## config.mk

```make
export PLATFORM = sky130hd
export DESIGN_NAME = alu_arbiter
export DESIGN_NICKNAME = d
export VERILOG_FILES = /design/src/rtl/alu_arbiter.sv
export SDC_FILE = /design/constraint.sdc
export NUM_CORES = 1
export LEC_CHECK = 0
export ABC_AREA = 1
export CORE_MARGIN = 8
export CORE_UTILIZATION = 36
export DETAILED_ROUTE_END_ITERATION = 8
export PLACE_DENSITY = 0.83
export SLEW_MARGIN = 20
export SYNTH_ARGS = -nofsm -noshare
export SYNTH_HDL_FRONTEND = slang
export SYNTH_SLANG_ARGS = --single-unit
```

## constraint.sdc

```tcl
create_clock -name clk -period 1.3 [get_ports clk]
set_input_delay 0.325 -clock clk [delete_from_list [all_inputs] [get_ports clk]]
set_output_delay 0.325 -clock clk [all_outputs]
set_load 0.03 [all_outputs]
```

## src/rtl/alu_arbiter.sv

```systemverilog
// Two-requester round-robin front end for a shared alu32: grants one operation at a time,
// registers the ALU drive, captures the result and holds it on the winner's response channel.
module alu_arbiter #(
  parameter int WIDTH = 32
) (
  input  logic             clk,
  input  logic             rst_n,

  input  logic             req0_valid,
  output logic             req0_ready,
  input  logic [WIDTH-1:0] req0_a,
  input  logic [WIDTH-1:0] req0_b,
  input  logic [2:0]       req0_sel,

  input  logic             req1_valid,
  output logic             req1_ready,
  input  logic [WIDTH-1:0] req1_a,
  input  logic [WIDTH-1:0] req1_b,
  input  logic [2:0]       req1_sel,

  output logic             rsp0_valid,
  input  logic             rsp0_ready,
  output logic             rsp1_valid,
  input  logic             rsp1_ready,
  output logic [WIDTH-1:0] rsp_data,
  output logic             rsp_cout,
  output logic             rsp_ovf,

  output logic [WIDTH-1:0] alu_a,
  output logic [WIDTH-1:0] alu_b,
  output logic [2:0]       alu_sel,
  input  logic [WIDTH-1:0] alu_out,
  input  logic             alu_cout,
  input  logic             alu_ovf,

  output logic             busy,
  output logic             owner,
  output logic [1:0]       dbg_state
);

  // Handshakes: a transfer happens on a rising edge where valid & ready are both high.
  // Requesters hold valid and payload stable until that edge; ready may depend on valid.

  typedef enum logic [1:0] {
    S_IDLE = 2'd0,
    S_EXEC = 2'd1,
    S_RESP = 2'd2
  } state_t;

  state_t state_q, state_d;
  logic   last_q;
  logic   owner_q;
  logic   grant;
  logic   accept;
  logic   rsp_done;

  // On a tie the requester that did not win last time gets the ALU.
  always_comb begin
    grant = 1'b0;
    if (req0_valid && req1_valid) grant = ~last_q;
    else if (req1_valid)          grant = 1'b1;
  end

  always_comb begin
    req0_ready = (state_q == S_IDLE) && req0_valid && !grant;
    req1_ready = (state_q == S_IDLE) && req1_valid &&  grant;
    accept     = (state_q == S_IDLE) && (req0_valid || req1_valid);
    rsp_done   = (state_q == S_RESP) && (owner_q ? rsp1_ready : rsp0_ready);
  end

  always_comb begin
    state_d = state_q;
    case (state_q)
      S_IDLE:  if (accept)   state_d = S_EXEC;
      S_EXEC:                state_d = S_RESP;
      S_RESP:  if (rsp_done) state_d = S_IDLE;
      default:               state_d = S_IDLE;
    endcase
  end

  always_ff @(posedge clk or negedge rst_n) begin
    if (!rst_n) state_q <= S_IDLE;
    else        state_q <= state_d;
  end

  always_ff @(posedge clk or negedge rst_n) begin
    if (!rst_n) begin
      last_q   <= 1'b1;
      owner_q  <= 1'b0;
      alu_a    <= '0;
      alu_b    <= '0;
      alu_sel  <= 3'b000;
      rsp_data <= '0;
      rsp_cout <= 1'b0;
      rsp_ovf  <= 1'b0;
    end else begin
      if (accept) begin
        owner_q <= grant;
        last_q  <= grant;
        alu_a   <= grant ? req1_a   : req0_a;
        alu_b   <= grant ? req1_b   : req0_b;
        alu_sel <= grant ? req1_sel : req0_sel;
      end
      // The ALU has had the whole EXEC cycle to settle from the registered drive.
      if (state_q == S_EXEC) begin
        rsp_data <= alu_out;
        rsp_cout <= alu_cout;
        rsp_ovf  <= alu_ovf;
      end
    end
  end

  always_comb begin
    rsp0_valid = (state_q == S_RESP) && !owner_q;
    rsp1_valid = (state_q == S_RESP) &&  owner_q;
    busy       = (state_q != S_IDLE);
    owner      = owner_q;
    dbg_state  = state_q;
  end

endmodule

```

==> impl_results.md <==
* Leading area contributor after synthesis: dfrtp_1
* Worst setup path class: flip-flop to output port
* Most frequent cell after synthesis: nand2_1
* Global-route wire length before repair at approximately 33 mm
* Leak at 5.46 nW
* Starting Density at 0.369
* Combinational Power Share at 0.637
* Layout cell share with drive strength beyond 1 at 0.367
* Slew at the pin closest to its max-slew limit at 348 ps
* Clk pwr share at 0.106
* DRC viols at 0
* Area grow syn2layout at 93.0%
* CTS H-Tree Depth at 3
* Placed Area at 0.00837 mm²
* Critical Path Sink Type: output port
* Post-synth cell types at 17
* Async SR Flop Fraction at 1.00
* Commonest cells post-synth: nand2_1, nand3_1, inv_1
* Row cnt at 44
* Slowest CP cell: dfrtp_2
* Top FF cell, synth: dfrtp_1
* Failing checks: negative setup slack
* Fin worst setup slack at -385 ps
* Die ar. at 0.0190 mm²
* Worst hold slack at between 400 and 500 ps
* Unrepaired setup endpoints after global routing: true
* Most used cell, CP: nor2_4
* Maximum clock frequency at 0.593 GHz
* IO Count at 283
* Final setup violation count at 111
* Worst-path clk slew at about 70 ps
* TritonCTS clock tree: done
* Crit start category: flip-flop
* Sequential share of the synthesized area at 0.491
* DRT Pass-1 Iters at 4
* Clk_lat worst skew at 350 ps
* Yosys warns at 0
* Max incr delay on CP at 450 ps
* #FFs+latches synth at 105
* Vias per cell at slightly above 5
* Die Width at 138 µm
* PortBufs at 282
* Max-slew headroom at 0.768
* Max clock buf depth at 2
* Crit-path max FO at 4
* Final hold violations at 0
* Synth Net Count at 923
* Psw at 11.9 mW
* DRT iter0 DRCs at 345
* Core region area at 0.0145 mm²
* Reg area at 0.00263 mm²
* Max-slew violations at 0
* Clock Skew at a little under 8 ps
* Routed WL at 24.7 mm
* Pin count of the biggest net entering global routing at 55
* Part of the power in registers at 0.257
* EDFF count, synth at 0
* CP arrival at 1360 ps
* Final worst-path cycle share at 1.30
* DR vias at 6288
* Total GRT Usage at 0.222
* Cell area after synthesis at 0.00536 mm²
* Pre-CTS setup slack at -481 ps
* Root Driver: clkbuf_16
* Vias in the first global route at just over 6000
* CP required at roughly 980 ps
* R2R Setup Slk at -260 ps
* Wire per inst at 19.8 µm
* Mean Syn Cell Area at 7.15 µm²
* Internal power at 12.8 mW
* Nets@finish at 1233
* Initial antenna violation count at 0
* Sink Count at 105
* # fillers at 1042
* Ranking of synthesized cells by area: dfrtp_1, nand2_1, nand3_1, inv_1, buf_2
* Final Instance Area at between 0.01 and 0.015 mm²
* N_diodes at 0
* Switching part of the total power at 0.482
* Hold Path Class: input pin to asynchronous set/reset pin
* Crit path time final at 1690 ps
* TritonCTS buffer count at 9
* Worst path cell trace: inv_6 > nor2_4 > inv_2 > nor2_4 > buf_12
* Final non-filler cell total at 1248
* Max-Cap Viols at 0
* Placed Cells at around 1200
* IR drop worst, VDD at 1.09 mV
* DP Wirelength at 14.8 mm
* Multi-input gate area at 0.00293 mm²
* Gr ovfl total at 0
* Post-synth top area share at 0.486
* Status: finished with violations
* Chip height at 138 µm
* Pwr per Cell Area at 2380 mW/mm²
* RD Place Congestion at 0.797
* Post-route ant nets at 0
* Synth Instances at 749
## cell families (layout without fill, tap and decap cells)
| kind of cell | Yosys count | count (layout) | synth area share |
|---|---|---|---|
| simple gates | 456 | 456 | 0.365 |
| flops | 105 | 105 | 0.491 |
| compound gates | 1 | 1 | 0.000933 |
| buf+inv | 187 | 502 | 0.143 |
## area by class of cell
type / count / share of cell area
well taps: 184 / 0.0223
multi-input cells: 457 / 0.284
clock buffers: 9 / 0.0218
repair buffers: 345 / 0.361
clock inverters: 7 / 0.00508
inverters: 141 / 0.0522
flip-flops and latches: 105 / 0.255
## power groups by stage
stage / registers [mW] / clock network (mW) / logic [mW]
after CTS: 6.02 / 2.66 / 14.0
after global routing: 6.47 / 2.79 / 16.5
after floorplan: 9.06 / 0 / 3.95
after global placement: 5.98 / 0 / 12.1
after detailed placement: 6.02 / 0 / 12.3
final: 6.32 / 2.62 / 15.7
## layer usage
layer	GRT usage	vias up	wire (µm)
met5	0	-	0
met4	0.0728	0	680
met3	0.0562	44	2330
met2	0.373	316	12000
met1	0.274	3048	9750
li1	-	2880	-
## path summary, 6_finish.rpt
kind | from | cells after the start | to
setup / recovery | dbg_state[1] | 5 | rsp1_valid
hold / removal | rst_n | 2 | rsp_data[15]
setup reg to reg | last_q | 9 | alu_b[27]
hold reg to reg | alu_a[5] | 2 | alu_a[5]
max in group asynchronous | rst_n | 3 | rsp_data[22]
min in group clk | alu_a[5] | 2 | alu_a[5]
## worst max-delay path: cells and delay by family, from the launching register on
kind | cells | cell delay [ps]
buffers and inverters | 3 | 290
DFF | 1 | 450
and+or+nand+nor | 2 | 270
## timing repair
| item | 4_1_cts | 5_1_grt |
|---|---|---|
| gates cloned | 14 | 3 |
| endpoints found under the hold margin | 16 | 0 |
| hold buffers | 1 | 0 |
| setup endpoints to repair | 100 | 113 |
| pin swaps | 7 | 50 |
| buffers inserted | 14 | 12 |
| gates resized for setup | 50 | 258 |
## flip-flops by register name, summed over array words and instances (netlist names)
register   flops
alu_a         32
alu_b         32
rsp_data      32
alu_sel        3
dbg_state      2
last_q         1
owner          1
rsp_cout       1
rsp_ovf        1
## per-stage QoR
step / setup TNS (ps) / util / total power, mW
floorplan: -1520 / - / 13.0
global placement: -24810 / 0.576 / 18.1
detailed placement: -26980 / 0.576 / 18.3
CTS: -18520 / 0.644 / 22.6
global route: -23470 / 0.711 / 25.8
finish: -19340 / 0.711 / 24.6
## placed cells by master, fill, tap and decap left out
master / instances
clkinv_2: 1
buf_2: 1
nor2_4: 7
buf_16: 9
nand3_2: 65
dfrtp_1: 101
dlymetal6s2s_1: 1
nor2_8: 1
o21ai_0: 1
buf_12: 29
buf_8: 3
nand2_4: 54
inv_2: 2
dfrtp_2: 3
bufbuf_16: 1
clkdlybuf4s50_1: 170
clkinvlp_4: 4
dlygate4sd3_1: 1
inv_4: 2
nand2_2: 62
buf_6: 17
buf_4: 110
dfstp_2: 1
inv_1: 136
clkbuf_16: 12
nand3_1: 104
nand2_1: 160
nand2_8: 3
inv_6: 3
(Power assumes the default switching activity.)
